--- config.mk ---
export PLATFORM = sky130hd
export DESIGN_NAME = id_issue_buffer
export DESIGN_NICKNAME = d
export VERILOG_FILES = /design/src/rtl/id_issue_buffer.sv
export SDC_FILE = /design/constraint.sdc
export NUM_CORES = 2
export LEC_CHECK = 0
export CAP_MARGIN = 10
export CORE_ASPECT_RATIO = 0.9
export CORE_MARGIN = 3
export CORE_UTILIZATION = 49
export CTS_CLUSTER_DIAMETER = 200
export DETAILED_ROUTE_END_ITERATION = 8
export PLACE_DENSITY = 0.86
export SETUP_SLACK_MARGIN = 0.2
export SLEW_MARGIN = 15
export SYNTH_ARGS = -nofsm -noshare
export SYNTH_HDL_FRONTEND = slang
export SYNTH_SLANG_ARGS = --single-unit
--- constraint.sdc ---
create_clock -name clk_i -period 9.7 [get_ports clk_i]
set_clock_uncertainty 0.1 [all_clocks]
set_input_delay 1.455 -clock clk_i [delete_from_list [all_inputs] [get_ports clk_i]]
set_output_delay 1.455 -clock clk_i [all_outputs]
set_load 0.01 [all_outputs]
--- src/rtl/id_issue_buffer.sv ---
// Decode-to-issue buffer: in-order circular queue presenting its NR_ISSUE oldest
// entries to the issue stage, with in-order acknowledge and flush.
module id_issue_buffer #(
   parameter int unsigned DATA_WIDTH = 256,
   parameter int unsigned DEPTH      = 4,
   parameter int unsigned NR_ISSUE   = 2
) (
   input  logic                           clk_i,
   input  logic                           rst_i,
   input  logic                           flush_i,
   input  logic [DATA_WIDTH-1:0]          entry_i,
   input  logic                           entry_ctrl_flow_i,
   input  logic                           entry_valid_i,
   output logic                           entry_ready_o,
   output logic [NR_ISSUE*DATA_WIDTH-1:0] issue_entry_o,
   output logic [NR_ISSUE-1:0]            issue_ctrl_flow_o,
   output logic [NR_ISSUE-1:0]            issue_valid_o,
   input  logic [NR_ISSUE-1:0]            issue_ack_i,
   output logic [$clog2(DEPTH+1)-1:0]     count_o
);

   localparam int unsigned PW    = (DEPTH > 1) ? $clog2(DEPTH) : 1;
   localparam int unsigned CW    = $clog2(DEPTH + 1);
   localparam int unsigned MEM_N = 2 ** PW;

   if ((NR_ISSUE < 1) || (NR_ISSUE > 2) || (NR_ISSUE > DEPTH) ||
       ((DEPTH & (DEPTH - 1)) != 0)) begin : g_param_check
      $error("id_issue_buffer: need NR_ISSUE in 1..2, NR_ISSUE <= DEPTH, DEPTH power of two");
   end

   typedef logic [DATA_WIDTH:0] slot_t;   // {ctrl_flow, entry}

   slot_t           r_mem [MEM_N];
   logic [PW-1:0]   r_rd_ptr;
   logic [PW-1:0]   r_wr_ptr;
   logic [CW-1:0]   r_count;
   logic [CW-1:0]   w_n_ack;
   logic            w_push;

   // Pointers wrap modulo DEPTH; a one-deep queue keeps both pointers at slot 0.
   function automatic logic [PW-1:0] f_ptr_add(input logic [PW-1:0] ptr,
                                               input logic [CW-1:0] inc);
      logic [PW-1:0] sum;
      sum = ptr + PW'(inc);
      return (DEPTH == 1) ? '0 : sum;
   endfunction

   for (genvar k = 0; k < NR_ISSUE; k++) begin : g_issue
      logic [PW-1:0] w_idx;
      assign w_idx                                      = f_ptr_add(r_rd_ptr, CW'(k));
      assign issue_valid_o[k]                           = (r_count > CW'(k));
      assign issue_entry_o[k*DATA_WIDTH +: DATA_WIDTH]  = r_mem[w_idx][DATA_WIDTH-1:0];
      assign issue_ctrl_flow_o[k]                       = r_mem[w_idx][DATA_WIDTH];
   end

   // An ack only counts when every older slot is also acked and the slot is valid.
   always_comb begin
      logic w_chain;
      // NOTE: every combinational output gets a default first so no latch is inferred.
      w_chain = 1'b1;
      w_n_ack = '0;
      for (int k = 0; k < NR_ISSUE; k++) begin
         w_chain = w_chain & issue_ack_i[k] & issue_valid_o[k];
         w_n_ack = w_n_ack + CW'(w_chain);
      end
   end

   assign entry_ready_o = !rst_i && ((r_count - w_n_ack) < CW'(DEPTH));
   assign w_push        = entry_valid_i & entry_ready_o;
   assign count_o       = r_count;

   always_ff @(posedge clk_i) begin
      if (rst_i) begin
         // NOTE: storage is reset too, so issue_entry_o reads zero after reset rather than X.
         for (int i = 0; i < MEM_N; i++) begin
            r_mem[i] <= '0;
         end
         r_rd_ptr <= '0;
         r_wr_ptr <= '0;
         r_count  <= '0;
      end else if (flush_i) begin
         r_rd_ptr <= '0;
         r_wr_ptr <= '0;
         r_count  <= '0;
      end else begin
         // NOTE: non-blocking assignments so every register samples pre-edge values.
         if (w_push) begin
            r_mem[r_wr_ptr] <= {entry_ctrl_flow_i, entry_i};
            r_wr_ptr        <= f_ptr_add(r_wr_ptr, CW'(1));
         end
         r_rd_ptr <= f_ptr_add(r_rd_ptr, w_n_ack);
         r_count  <= r_count + CW'(w_push) - w_n_ack;
      end
   end

   always @(posedge clk_i) begin
      if (!rst_i) begin
         assert (r_count <= CW'(DEPTH));
      end
   end

endmodule

==> run metrics <==
Seq cells post-synth=1035; Fillers=6954; crit share post-route=67.34%; post_cts resized=0; drt wl/cell=26.83 µm; Synth top cells by count=nor2_1 (1032), edfxtp_1 (1028), mux4_2 (514); synthesized area per cell=15.70 µm²; Root Driver=clkbuf_16; Synth Instances=3146; Hold Crit Class=reg -> reg; crit-path leading delay family=buffers and inverters; clk sinks=1035; initial core utilization=49.82%; initial antenna violation count=23; vias in the first global route=32770; final setup vio count=0; Worst EP required=8.15 ns; Detailed Route Iter0 Violations=3784; final worst path period need=6.532 ns; nets=roughly 4000; DR pass1 iterations=5; Vias/cell=6.206; Syn Std Cell Area=0.04940 mm²; htree depth=3; final antenna-violating net count=0; GPL Wtd Cong=~0.81; drc violations=0; die height=307.2 µm; Finished Layout Cells=between 5000 and 6000; die area=0.1047 mm²; CTS clk-pin slew, worst paths=approximately 0.06 ns; Cells after DPL=5042; fraction of registers with async set/reset=0%; Core Area=0.09915 mm²; Yosys top cell area share=62.49%; power density over the cells=about 180 mW/mm²; final wirelength=~140000 µm; Static Leak=20.08 nW; Fin Setup TNS=0 ns; gr usage total=between 20% and 30%; TritonCTS clock tree=done; Rows=109; Cell Area, Placed=0.05789 mm²; warnings from Yosys=0; Worst Setup Start Kind=primary input; maximum vdd ir drop=~0.00018 V; number of synthesized flops with an enable pin=~1000; sequential area share after synthesis=62.77%; Post-synth top flop=edfxtp_1; library cells used by synthesis=34; Buf/Inv on CP=4; design area=around 0.061 mm²; Post-CTS Hold Buffers=0; Crit path largest cell delay=0.75 ns; crit path cell chain=clkdlybuf4s50_1 > and3_1 > ha_1 > inv_1 > ha_1 > o21ai_0 > a21o_1 > nand3_4 > inv_1 > clkdlybuf4s50_1; slowest stage cell, crit path=nand3_4; fmax=around 150 MHz; MaxCap Viol Count=0; critical path arrival=approximately 5.0 ns; Fin. Hold Viols=0; CTS Buf Count=103; Max Root-Sink Buffers=3; most frequent cell after synthesis=nor2_1; leading area contributor after synthesis=edfxtp_1; first-pass GRT wire length=209700 µm; status=finished, final reports clean; layout cells sized above 1=18.04%; Fin Hold WS=0.4753 ns; Rel. slew slack=18.29%; fin. max-slew vios=0; clk_lat worst skew=0.67 ns; Vias=approximately 33000; remaining global-route overflow=0; CP Class=in -> out; synth top area cells=edfxtp_1 (62%), mux4_2 (23%), nor2_1 (7.8%); PortBufs=782; die width=about 340 µm; layout overhead on the synthesized area=23.69%; pin count of the biggest net entering global routing=between 150 and 200; worst-path fanout max=58; DP HPWL=between 80000 and 90000 µm; io pins=783; Setup crit end kind=primary output; Post-Syn Nets=around 3400; Slew @ Worst Pin=1.226 ns; RSZ-0062 raised after global routing=no; Setup Buffers After CTS=0
## area by class of cell
class,count,area [µm²],area share (%)
Antenna cell,25,62.56,0.1024
Clock buffer,129,2696,4.413
Clock inverter,63,454.2,0.7433
Inverter,6,22.52,0.03686
Multi-Input combinational cell,1847,16850,27.58
Sequential cell,1035,31020,50.76
Tap cell,1332,1667,2.728
Timing Repair Buffer,822,8328,13.63
## metrics by stage
| stage | util, % | setup WS [ns] | total power, mW |
|---|---|---|---|
| 5_1_grt | 61.61 | 3.016 | 11.56 |
| 3_3_place_gp | 58.39 | 3.301 | 7.468 |
| 3_5_place_dp | 58.39 | 3.284 | 7.526 |
| 4_1_cts | 61.56 | 3.228 | 11.26 |
| 2_1_floorplan | - | 0.4789 | 6.530 |
| 6_report | 61.63 | 3.168 | 11.24 |
## final timing paths
path                                startpoint       endpoint  slack (ns)  depth (start not counted)
worst max-delay path            issue_ack_i[0]  entry_ready_o        3.17                         10
worst min-delay path               r_wr_ptr[1]    r_wr_ptr[1]        0.48                          2
worst max register to register      count_o[0]   r_mem[3][90]        4.52                         11
worst min register to register     r_wr_ptr[1]    r_wr_ptr[1]        0.48                          2
## power breakdown
part	internal [mW]	total, mW	switching, mW
Sequential	5.27	5.44	0.170
Combinational	0.919	2.03	1.12
Clock	2.08	3.76	1.68
Total	8.27	11.2	2.97
## sequential cells by signal (all words and copies together) (netlist names)
| name | count |
|---|---|
| r_wr_ptr | 2 |
| r_mem | 1028 |
| r_rd_ptr | 2 |
| count_o | 3 |
## worst register-to-register path, delay by kind of cell (launching register included)
kind	cells	cell delay (ns)
AO/OA/AOI/OAI	2	0.43
flip-flops	1	0.38
buffers and inverters	3	1.73
adder cells (fa/ha/maj)	2	0.52
AND/OR/NAND/NOR	4	1.73
## per-layer routing
layer | track usage, % | share of wire, % | vias to the layer above
met2 | 43.45 | 50 | 2312
met5 | 0 | 0.0064 | -
met4 | 14.01 | 5.8 | 2
met1 | 33.15 | 33 | 16620
met3 | 5.811 | 10 | 383
li1 | - | - | 13320
## cells in the final DEF (no fill, tap or decap), types with 3 or more instances in the layout
master           instances
nor2_1                1032
edfxtp_1              1028
clkdlybuf4s50_1        782
mux4_2                 514
nand2_1                259
clkbuf_16              104
clkinv_1                32
diode_2                 25
clkbuf_1                25
buf_4                   24
clkinv_2                16
buf_12                  16
inv_1                    5
ha_1                     5
dfxtp_1                  5
nor3_1                   4
bufinv_16                4
clkinv_4                 4
nor2b_1                  3
and2_1                   3
a31o_4                   3
nand4_4                  3
clkinv_8                 3
inv_6                    3
## cells by family (layout without fill, tap and decap cells)
family / count (synthesis) / in the layout / synth area share, %
compound gates: 9 / 9 / 0.1469
xor+xnor: 4 / 4 / 0.07093
fa+ha+maj: 6 / 6 / 0.1672
buf+inv: 264 / 1020 / 3.265
flops: 1035 / 1035 / 62.77
mux: 515 / 515 / 23.45
other cells: 0 / 25 / 0
simple gates: 1313 / 1313 / 10.12
No activity file was read; power rests on OpenSTA's default activity.
